==> src/rtl/keypad_scanner.sv <==
// ---------------------------------------------------------------------------
// keypad_scanner
//
// Scans a 4x4 active-low matrix keypad one column at a time, debounces both
// the press and the release of a single key, and presents the result as a
// level interface (keypad_pressed + key) plus a one-cycle key_strobe on the
// press edge. The first key found wins; further keys are ignored until it is
// released.
//
// Parameters:
//   SCAN_DIV      clk cycles each column is driven; rows are sampled on the
//                 last cycle of that window (min 4).
//   DEBOUNCE_CYC  consecutive stable cycles needed to accept a press or a
//                 release (min 2).
//
// Ports:
//   clk             system clock
//   rst             asynchronous active-high reset
//   row_n[3:0]      keypad rows, active-low, asynchronous to clk
//   col_n[3:0]      keypad column drive, active-low, exactly one bit low
//   keypad_pressed  high while a debounced key is held
//   key[4:0]        4*row+col of the held key, 5'd31 when none
//   key_strobe      one-cycle pulse on the cycle keypad_pressed rises
// ---------------------------------------------------------------------------
module keypad_scanner #(
    parameter int unsigned SCAN_DIV     = 27000,
    parameter int unsigned DEBOUNCE_CYC = 540000
) (
    input  logic       clk,
    input  logic       rst,
    input  logic [3:0] row_n,
    output logic [3:0] col_n,
    output logic       keypad_pressed,
    output logic [4:0] key,
    output logic       key_strobe
);

    localparam int unsigned SCAN_W = (SCAN_DIV > 1) ? $clog2(SCAN_DIV) : 1;
    localparam int unsigned DEB_W  = $clog2(DEBOUNCE_CYC + 1);

    localparam logic [SCAN_W-1:0] SCAN_LAST = SCAN_W'(SCAN_DIV - 1);
    localparam logic [DEB_W-1:0]  DEB_LAST  = DEB_W'(DEBOUNCE_CYC);
    localparam logic [4:0]        KEY_NONE  = 5'd31;

    typedef enum logic [1:0] {
        StScan,
        StDebounce,
        StHeld,
        StRelease
    } state_e;

    // ------------------------------------------------------------------
    // Row synchronizer
    // ------------------------------------------------------------------
    logic [3:0] sync_meta_d, sync_meta_q;
    logic [3:0] rows_s_d, rows_s_q;

    always_comb begin
        sync_meta_d = row_n;
        rows_s_d    = sync_meta_q;
    end

    always_ff @(posedge clk or posedge rst) begin
        if (rst) begin
            sync_meta_q <= 4'b1111;
            rows_s_q    <= 4'b1111;
        end else begin
            sync_meta_q <= sync_meta_d;
            rows_s_q    <= rows_s_d;
        end
    end

    // ------------------------------------------------------------------
    // Control state
    // ------------------------------------------------------------------
    state_e             state_d, state_q;
    logic [SCAN_W-1:0]  scan_cnt_d, scan_cnt_q;
    logic [DEB_W-1:0]   deb_cnt_d, deb_cnt_q;
    logic [1:0]         col_d, col_q;
    logic [1:0]         cand_row_d, cand_row_q;
    logic [1:0]         cand_col_d, cand_col_q;
    logic               pressed_d, pressed_q;
    logic [4:0]         key_d, key_q;
    logic               strobe_d, strobe_q;

    // Lowest-index low row; only meaningful when some row is low.
    logic [1:0] low_row;
    logic       any_low;
    logic       cand_low;
    logic [DEB_W-1:0] deb_inc;

    always_comb begin
        low_row = 2'd0;
        for (int i = 3; i >= 0; i--) begin
            if (!rows_s_q[i]) begin
                low_row = 2'(i);
            end
        end
    end

    always_comb begin
        any_low  = (rows_s_q != 4'b1111);
        cand_low = !rows_s_q[cand_row_q];
        deb_inc  = deb_cnt_q + DEB_W'(1);
    end

    // Next-state and output-register logic
    always_comb begin
        state_d    = state_q;
        scan_cnt_d = scan_cnt_q;
        deb_cnt_d  = deb_cnt_q;
        col_d      = col_q;
        cand_row_d = cand_row_q;
        cand_col_d = cand_col_q;
        pressed_d  = pressed_q;
        key_d      = key_q;
        strobe_d   = 1'b0;

        unique case (state_q)
            StScan: begin
                if (scan_cnt_q == SCAN_LAST) begin
                    scan_cnt_d = '0;
                    if (any_low) begin
                        // Column stays frozen on the candidate while debouncing.
                        cand_row_d = low_row;
                        cand_col_d = col_q;
                        deb_cnt_d  = '0;
                        state_d    = StDebounce;
                    end else begin
                        col_d = col_q + 2'd1;
                    end
                end else begin
                    scan_cnt_d = scan_cnt_q + SCAN_W'(1);
                end
            end

            StDebounce: begin
                if (cand_low) begin
                    deb_cnt_d = deb_inc;
                    if (deb_inc == DEB_LAST) begin
                        pressed_d = 1'b1;
                        key_d     = {1'b0, cand_row_q, cand_col_q};
                        strobe_d  = 1'b1;
                        state_d   = StHeld;
                    end
                end else begin
                    // Bounce: give up and move on so a stuck column cannot starve the rest.
                    deb_cnt_d  = '0;
                    scan_cnt_d = '0;
                    col_d      = col_q + 2'd1;
                    state_d    = StScan;
                end
            end

            StHeld: begin
                if (!cand_low) begin
                    deb_cnt_d = '0;
                    state_d   = StRelease;
                end
            end

            StRelease: begin
                if (cand_low) begin
                    // Release bounce: still held, no new strobe.
                    deb_cnt_d = '0;
                    state_d   = StHeld;
                end else begin
                    deb_cnt_d = deb_inc;
                    if (deb_inc == DEB_LAST) begin
                        pressed_d  = 1'b0;
                        key_d      = KEY_NONE;
                        deb_cnt_d  = '0;
                        scan_cnt_d = '0;
                        col_d      = col_q + 2'd1;
                        state_d    = StScan;
                    end
                end
            end

            default: begin
                state_d = StScan;
            end
        endcase
    end

    always_ff @(posedge clk or posedge rst) begin
        if (rst) begin
            state_q    <= StScan;
            scan_cnt_q <= '0;
            deb_cnt_q  <= '0;
            col_q      <= 2'd0;
            cand_row_q <= 2'd0;
            cand_col_q <= 2'd0;
            pressed_q  <= 1'b0;
            key_q      <= KEY_NONE;
            strobe_q   <= 1'b0;
        end else begin
            state_q    <= state_d;
            scan_cnt_q <= scan_cnt_d;
            deb_cnt_q  <= deb_cnt_d;
            col_q      <= col_d;
            cand_row_q <= cand_row_d;
            cand_col_q <= cand_col_d;
            pressed_q  <= pressed_d;
            key_q      <= key_d;
            strobe_q   <= strobe_d;
        end
    end

    // ------------------------------------------------------------------
    // Outputs
    // ------------------------------------------------------------------
    always_comb begin
        col_n        = 4'b1111;
        col_n[col_q] = 1'b0;
    end

    always_comb begin
        keypad_pressed = pressed_q;
        key            = key_q;
        key_strobe     = strobe_q;
    end

endmodule

==> config.mk <==
export PLATFORM = sky130hd
export DESIGN_NAME = keypad_scanner
export DESIGN_NICKNAME = d
export VERILOG_FILES = /design/src/rtl/keypad_scanner.sv
export SDC_FILE = /design/constraint.sdc
export NUM_CORES = 1
export LEC_CHECK = 0
export CORE_MARGIN = 2
export CORE_UTILIZATION = 49
export CTS_CLUSTER_SIZE = 28
export DETAILED_ROUTE_END_ITERATION = 10
export GPL_TIMING_DRIVEN = 1
export PLACE_DENSITY = 0.67
export SKIP_LAST_GASP = 1
export SLEW_MARGIN = 15
export SYNTH_ARGS = -nofsm -noshare
export SYNTH_HDL_FRONTEND = slang
export SYNTH_SLANG_ARGS = --single-unit
==> constraint.sdc <==
create_clock -name clk -period 2.65 [get_ports clk]
set_input_delay 0.3975 -clock clk [delete_from_list [all_inputs] [get_ports clk]]
set_output_delay 0.3975 -clock clk [all_outputs]
set_load 0.02 [all_outputs]
==> run metrics, run 1 <==
status completed; WP data required 2.89 ns; final-report setup violation count 0; vias 3095; Async SR Flop Fraction 100%; worst skew pair latency 0.35 ns; CP Capture Type flop; critical path, cell by cell nand4_4 > nor4_4 > buf_4 > buf_4 > a311oi_1 > a31o_2 > a31oi_1 > o22ai_1 > a221oi_1; Layout Area Growth over Synthesis 17.3%; CTS tree done; leakage power 1.68 nW; Placed Cells 498; Max Clk Rate 394 MHz; Tot GR Track Use 22.1%; Post-DP Area 3800 um^2; Synth Area per Inst 8.87 um^2; wire per inst 15.4 um; synthesized cell area 3460 um^2; Synth cell types 57; Clk pin slew, worst setup/hold paths 0.07 ns; Tcrit/Tclk final 95.8%; crit path DAT 2.78 ns; EDFF count, synth 0; cell family with most CP delay compound AO/OA/AOI/OAI gates; Initial DRT Pass Iterations 5; DR iter-0 viols 198; Worst setup SP type flop; Yosys top cell by area dfrtp_1; die height 88.0 um; Slowest-stage cell, CP dfrtp_1; Setup TNS 0 ns; Overflow after GRT 0; Ys Warns 0; peak supply drop 235 uV; Routed Antenna Nets 0; fin crit period 2.54 ns; highest-count cells in the layout ignoring fill and taps nand2_1 (48), dfrtp_1 (42), nand3_1 (29); Core Box Area 6830 um^2; first-pass GRT wire length 13400 um; CP Buf/Inv Count 2; CTS Hold Bufs 0; Setup CP Type reg -> reg; Inserted Clock Buffers 9; Starting Density 50.7%; CTS root buffer clkbuf_8; share of layout cells above drive strength 1 17.4%; Longest Clk Path Bufs 2; Slew Limit Fails 0; max-cap viol count 0; Top Ports 17; final wirelength 8020 um; Yosys top cell area share 32.5%; row count 30; largest net degree at the start of global routing 33; CP dominant cell by count buf_4; top post-synthesis cells by area dfrtp_1 (33%), dfstp_2 (9.9%), nand2_1 (5.2%); commonest non-fill, non-tap cell in the layout nand2_1; Yosys reg bits 58; PortBufs 16; Seq/Total Area, Yosys 42.4%; H-tree levels 3; die area 7750 um^2; final instance area 4060 um^2; DRC viols 0; pwr dens 437 nW/um^2; ANT cells 0; vias per cell 5.94; critical path's largest stage delay 0.46 ns; Synthesized Nets 402; Post-Syn Instances 390; critical path fanouts, max 6; post-DP HPWL 5460 um; RePlAce Congestion 0.921; Worst Tran Pin Value 0.583 ns; antenna violations before repair 0; final std cells w/o fill 521; nets@finish 432; worst-case clock skew 0.0110 ns; number of global-route vias before repair 2785; ys flop type dfrtp_1; Power Total 1.77 mW; Worst Hold Class reg -> reg; Worst slew margin 60.8%; Final Hold Viols 0; clock sink count 58; Die W 88.0 um
[stage by stage]
step	utilization, %	hold WS, ns	worst slack [ns]
after floorplan	-	0.345	0.282
after global routing	59.4	0.357	-0.00494
final	59.4	0.349	0.112
after CTS	58.4	0.348	0.101
after global placement	55.6	0.345	0.142
after detailed placement	55.6	0.347	0.103
[worst paths after layout]
check | startpoint | to | slack (ns) | cells after the start
min in group asynchronous | rst | scan_cnt_q[6]$_DFFE_PP0P_ | 0.43 | 2
min | rows_s_d[3]$_DFF_PP1_ | rows_s_q[3]$_DFF_PP1_ | 0.35 | 0
max | deb_cnt_q[6]$_DFFE_PP0P_ | col_q[1]$_DFFE_PP0P_ | 0.11 | 9
max in group asynchronous | rst | key[2]$_DFFE_PP1P_ | 1.57 | 3
min reg2reg | rows_s_d[3]$_DFF_PP1_ | rows_s_q[3]$_DFF_PP1_ | 0.35 | 0
max reg2reg | deb_cnt_q[6]$_DFFE_PP0P_ | col_q[1]$_DFFE_PP0P_ | 0.11 | 9
[registers in the layout, indices dropped and copies added, names as in the netlist, 2 cells and up, named ones only]
name and cells:
rows_s_d 4, key 5, rows_s_q 4, deb_cnt_q 20, cand_col_q 2, col_q 2
cand_row_q 2, scan_cnt_q 15
[where the power goes]
part	leakage [nW]	internal (mW)	switching, mW	total (mW)
Combinational	0.828	0.0156	0.0278	0.0434
Clock	0.103	0.457	0.373	0.829
Sequential	0.745	0.897	0.00418	0.901
Total	1.68	1.37	0.405	1.77
[kinds of logic (layout without fill, tap and decap cells)]
| logic type | after synthesis | count (layout) | synth area share [%] |
|---|---|---|---|
| buf+inv | 46 | 81 | 5.86 |
| mux | 7 | 7 | 2.06 |
| fa+ha+maj | 6 | 6 | 2.17 |
| compound gates | 102 | 102 | 19.7 |
| xor+xnor | 6 | 6 | 1.52 |
| simple gates | 165 | 165 | 26.2 |
| flops | 58 | 58 | 42.4 |
[final cells by class]
cell class / count / area, um^2
well taps: 96 / 120
flip-flops and latches: 58 / 1470
repair buffers: 43 / 388
clock inverters: 5 / 53.8
multi-input cells: 286 / 1800
inverters: 22 / 82.6
fillers: 604 / 2770
clock buffers: 11 / 141
[synthesized netlist by cell type (all sizes together) (4+ instances only)]
cell type  count
or4            4
nand4         11
o211ai         4
clkbuf        13
ha             6
nand2b         5
inv           21
xnor2          4
nand3         30
dfrtp         45
o311a          5
a41oi          4
buf           11
and2           4
nor3          18
dfstp         13
nor2          13
nor4           8
o21bai         4
mux2i          6
a31oi         28
o21ai         26
and3           5
a21oi         13
nand2         48
or3            9
[timing repair]
action | 4_1_cts | 5_1_grt
resized for setup | 0 | 6
setup buffers | 0 | 7
hold endpoints to repair | 0 | 0
endpoints found under the setup margin | 0 | 34
[metal layers]
| layer | global-route usage (%) | share of wire [%] | vias to the layer above | wire, um |
|---|---|---|---|---|
| li1 | - | - | 1510 | - |
| met1 | 31.8 | 49 | 1492 | 3920 |
| met2 | 33.5 | 45 | 77 | 3640 |
| met3 | 3.49 | 3.9 | 16 | 313 |
| met4 | 8.40 | 1.9 | 0 | 149 |
| met5 | 0 | 0 | - | 0 |
Power figures use the tool's default switching activity.
==> inputs of run 2 (changes only) <==
--- a/config.mk
+++ b/config.mk
@@ -10,7 +10,7 @@
 export CTS_CLUSTER_SIZE = 28
 export DETAILED_ROUTE_END_ITERATION = 10
 export GPL_TIMING_DRIVEN = 1
-export PLACE_DENSITY = 0.67
+export PLACE_DENSITY = 0.7
 export SKIP_LAST_GASP = 1
 export SLEW_MARGIN = 15
 export SYNTH_ARGS = -nofsm -noshare
==> constraint.sdc (replaced) <==
create_clock -name clk -period 2.1 [get_ports clk]
set_input_delay 0.315 -clock clk [delete_from_list [all_inputs] [get_ports clk]]
set_output_delay 0.315 -clock clk [all_outputs]
set_load 0.02 [all_outputs]
==> run metrics, run 2 (synthesis results as in run 1) <==
status complete, but fails checks; failing checks setup timing; Overflow after GRT 0; vias 3730; cell family with most CP delay compound AO/OA/AOI/OAI gates; fin crit period 2.60 ns; peak supply drop 383 uV; highest-count cells in the layout ignoring fill and taps buf_4 (88), nand2_1 (43), dfrtp_1 (40); Die W 88.0 um; DR iter-0 viols 428; antenna violations before repair 1; Worst Tran Pin Value 0.561 ns; PortBufs 16; Final Hold Viols 0; pwr dens 460 nW/um^2; WP data required 2.40 ns; critical path fanouts, max 6; CP Buf/Inv Count 2; Fill cells 448; pre-CTS setup slack -0.454 ns; vias per cell 6.21; Worst slew margin 62.2%; Comb power frac 2.7%; row count 30; Slowest-stage cell, CP dfrtp_1; ANT cells 0; crit path launch deb_cnt_q[1]$_DFFE_PP0P_; Inserted Clock Buffers 9; register with the most flip-flops deb_cnt_q; Clk pin slew, worst setup/hold paths 0.08 ns; worst-case clock skew 0.0125 ns; final setup margin -0.505 ns; Slew Limit Fails 0; DRC viols 0; Routed Antenna Nets 0; Top Ports 17; Layout Area Growth over Synthesis 50.6%; Setup TNS -14.76 ns; Min Hold Slack 0.171 ns; max-cap viol count 0; CTS Hold Bufs 0; Initial DRT Pass Iterations 5; die area 7750 um^2; Internal 1.85 mW; wire per inst 20.2 um; Core Box Area 6830 um^2; Sw Pwr 548 uW; Longest Clk Path Bufs 2; RePlAce Congestion 0.927; Starting Density 50.7%; final-report setup violation count 45; die height 88.0 um; critical path, cell by cell ha_4 > nand2_2 > nor4b_4 > o2111ai_2 > a22oi_2 > buf_6 > nand4_1 > buf_4 > o21bai_1 > o311a_1; Max Clk Rate 384 MHz; CP Capture Type flop; largest net degree at the start of global routing 39; final wirelength 12100 um; critical path's largest stage delay 0.43 ns; clock share of power 49.9%; nets@finish 512; Tcrit/Tclk final 124%; worst skew pair latency 0.36 ns; H-tree levels 3; number of flip-flops in the largest register 20; share of layout cells above drive strength 1 43.2%; CTS tree done; post-DP HPWL 6510 um; first-pass GRT wire length 16800 um; Net Sw Frac 22.8%; CTS root buffer clkbuf_8; Worst Hold Class in -> async; Tot GR Track Use 28.5%; sequential share of power 47.4%; crit path DAT 2.91 ns; Setup CP Type reg -> reg; worst r2r src deb_cnt_q[1]$_DFFE_PP0P_; Worst setup SP type flop; clock sink count 58; unrepaired setup endpoints after global routing yes; commonest non-fill, non-tap cell in the layout buf_4; leakage power 2.16 nW; number of global-route vias before repair 3479
==> run 2: changes by cell type in the layout (fill, tap and decap cells not counted), sizes merged <==
cell and delta:
bufinv +1, clkbuf +1, clkdlybuf4s50 -2, dlymetal6s2s +2, clkinv -2, clkinvlp +1, buf +79
==> run 2: area by class of cell <==
cell class	count	area [um^2]	share of cell area, %
clock inverters	5	77.6	1.49
clock buffers	11	141	2.71
repair buffers	123	1110	21.3
well taps	96	120	2.30
multi-input cells	286	2210	42.4
inverters	22	82.6	1.58
flip-flops and latches	58	1470	28.3
==> run 2: per-layer routing <==
| metal | global-route usage (%) | routed length (um) | vias to the layer above |
|---|---|---|---|
| li1 | - | - | 1675 |
| met1 | 34.5 | 4630 | 1795 |
| met2 | 48.7 | 6010 | 194 |
| met3 | 5.94 | 786 | 66 |
| met4 | 13.5 | 712 | 0 |
| met5 | 0 | 0 | - |
==> run 2: power by group through the flow <==
stage	Combinational, mW	Clock, mW	Sequential [mW]
floorplan	0.0310	0	1.16
CTS	0.0624	1.19	1.14
detailed placement	0.0613	0	1.16
global placement	0.0606	0	1.16
global route	0.0722	1.24	1.14
finish	0.0650	1.20	1.14
==> run 2: repair_timing <==
action,CTS,global route
endpoints found under the setup margin,48,50
pin swaps,21,14
setup buffers,17,9
resized for setup,58,45
cloned,1,1
==> run 2: final timing paths <==
kind	endpoint	slack, ns	depth (start not counted)
max in group asynchronous	rows_s_d[0]$_DFF_PP1_	1.44	3
worst min-delay path	scan_cnt_q[0]$_DFFE_PP0P_	0.17	2
worst max register to register	key[0]$_DFFE_PP1P_	-0.50	10
min in group clk	rows_s_q[0]$_DFF_PP1_	0.35	0
worst min register to register	rows_s_q[0]$_DFF_PP1_	0.35	0
worst max-delay path	key[0]$_DFFE_PP1P_	-0.50	10
==> run 2: per-stage QoR <==
stage	util [%]	power (mW)	instances	cell area, um^2
final	76.3	2.40	601	5210
after floorplan	-	1.19	390	3540
after global routing	76.3	2.45	601	5210
after global placement	63.2	1.22	557	4320
after CTS	71.8	2.39	591	4900
after detailed placement	63.2	1.22	557	4320
==> inputs of run 3 (changes only) <==
--- a/config.mk
+++ b/config.mk
@@ -5,12 +5,14 @@
 export SDC_FILE = /design/constraint.sdc
 export NUM_CORES = 1
 export LEC_CHECK = 0
+export CAP_MARGIN = 20
 export CORE_MARGIN = 2
 export CORE_UTILIZATION = 49
 export CTS_CLUSTER_SIZE = 28
 export DETAILED_ROUTE_END_ITERATION = 10
 export GPL_TIMING_DRIVEN = 1
 export PLACE_DENSITY = 0.7
+export SKIP_CTS_REPAIR_TIMING = 1
 export SKIP_LAST_GASP = 1
 export SLEW_MARGIN = 15
 export SYNTH_ARGS = -nofsm -noshare
==> run metrics, run 3 (synthesis results as in run 1) <==
status complete, but fails checks; failing checks setup timing; Tcrit/Tclk final 122%; Starting Density 50.7%; reg-to-reg endpoint key[3]$_DFFE_PP1P_; WP data required 2.39 ns; CP dominant cell by count buf_4; vias per cell 5.90; Worst slew margin 57.9%; worst reg2reg setup slack -0.45 ns; Core Box Area 6830 um^2; H-tree levels 3; Clk pin slew, worst setup/hold paths 0.07 ns; final setup margin -0.452 ns; critical path's largest stage delay 0.44 ns; PortBufs 16; worst skew pair latency 0.36 ns; final wirelength 10000 um; post-DP HPWL 6510 um; Setup CP Type reg -> reg; ANT cells 0; critical path, cell by cell nand3_1 > nor3_2 > a2bb2oi_1 > buf_4 > nor4_4 > buf_4 > nand4_1 > buf_4 > o21bai_1 > o311a_1; clock sink count 58; Max Clk Rate 392 MHz; Final Hold Viols 0; highest-count cells in the layout ignoring fill and taps buf_4 (79), nand2_1 (43), dfrtp_1 (40); die area 7750 um^2; first-pass GRT wire length 14900 um; Top Ports 17; fin crit period 2.55 ns; Inserted Clock Buffers 9; number of global-route vias before repair 3167; wire per inst 17.2 um; Routed Antenna Nets 0; Initial DRT Pass Iterations 5; nets@finish 493; final-report setup violation count 45; Post-DP Area 4320 um^2; pwr dens 489 nW/um^2; largest net degree at the start of global routing 39; commonest non-fill, non-tap cell in the layout buf_4; Worst Hold Class in -> async; Worst setup SP type flop; worst r2r src deb_cnt_q[2]$_DFFE_PP0P_; Slowest-stage cell, CP dfrtp_1; CTS root buffer clkbuf_8; unrepaired setup endpoints after global routing yes; final instance area 4840 um^2; worst-case clock skew 0.00806 ns; number of flip-flops in the largest register 20; leakage power 2.04 nW; critical path fanouts, max 6; DRC viols 0; CTS tree done; Tot GR Track Use 25.0%; RePlAce Congestion 0.927; Overflow after GRT 0; die height 88.0 um; vias 3432; crit path DAT 2.84 ns; fin util 70.9%; Worst R2R Path Depth 10; Layout Area Growth over Synthesis 39.9%; CP Capture Type flop; Longest Clk Path Bufs 2; peak supply drop 384 uV; Die W 88.0 um; antenna violations before repair 0; max-cap viol count 0; Setup TNS -12.75 ns; DR iter-0 viols 168; register with the most flip-flops deb_cnt_q; share of layout cells above drive strength 1 36.2%; Worst Tran Pin Value 0.625 ns; Slew Limit Fails 0; row count 30
[run 3: cell types whose count changed in the layout (fill, tap and decap cells not counted), moves of 3 or more]
cell     delta
nand3_1     +4
o21ai_0    +13
o21ai_1     -6
o21ai_2     -6
a41oi_2     -3
a21oi_1     +4
a41oi_1     +3
a21oi_2     -3
buf_6       -6
nand3_2     -3
buf_4       -9
[run 3: report_power, final]
group	leakage (nW)	internal, mW	switching [mW]	total, mW
Clock	0.109	0.696	0.472	1.17
Combinational	1.19	0.0234	0.0377	0.0611
Sequential	0.742	1.13	0.00499	1.14
[run 3: how the worst max path moves through the flow]
stage | cells after the start | slack (ns) | endpoint | startpoint
after detailed placement | 9 | -0.45 | key[3]$_DFFE_PP1P_ | deb_cnt_q[0]$_DFFE_PP0P_
after global placement | 9 | -0.32 | key[0]$_DFFE_PP1P_ | deb_cnt_q[0]$_DFFE_PP0P_
after global routing | 10 | -0.53 | key[3]$_DFFE_PP1P_ | deb_cnt_q[2]$_DFFE_PP0P_
after CTS | 9 | -0.53 | key[0]$_DFFE_PP1P_ | deb_cnt_q[0]$_DFFE_PP0P_
after floorplan | 9 | -0.19 | deb_cnt_q[15]$_DFFE_PP0P_ | deb_cnt_q[3]$_DFFE_PP0P_
final | 10 | -0.45 | key[3]$_DFFE_PP1P_ | deb_cnt_q[2]$_DFFE_PP0P_
[run 3: cell type report]
cell class | instances | area [um^2]
clock inverters | 5 | 77.6
multi-input cells | 286 | 2060
well taps | 96 | 120
flip-flops and latches | 58 | 1470
inverters | 22 | 82.6
clock buffers | 11 | 141
fillers | 511 | 1990
repair buffers | 104 | 886
[run 3: layer usage]
metal	share of wire [%]	wire length, um	global-route usage [%]	vias up
met4	2.7	269	10.9	0
met5	0	0	0	-
li1	-	-	-	1633
met3	4.3	427	6.03	23
met2	52	5210	41.3	118
met1	41	4100	31.2	1658
[run 3: critical path: cells and delay by family (launching register included)]
kind	cells	cell delay (ns)
AOI/OAI and AO/OA	3	0.45
buffers and inverters	3	0.60
DFF	1	0.44
and+or+nand+nor	4	0.99
[run 3: per-stage QoR]
| step | setup WS [ns] | instances | hold slack [ns] | total power, mW |
|---|---|---|---|---|
| after floorplan | -0.187 | 390 | 0.319 | 1.19 |
| after global placement | -0.317 | 557 | 0.345 | 1.22 |
| after detailed placement | -0.454 | 557 | 0.348 | 1.22 |
| after CTS | -0.532 | 573 | 0.161 | 2.38 |
| after global routing | -0.535 | 582 | 0.200 | 2.44 |
| final | -0.452 | 582 | 0.170 | 2.37 |
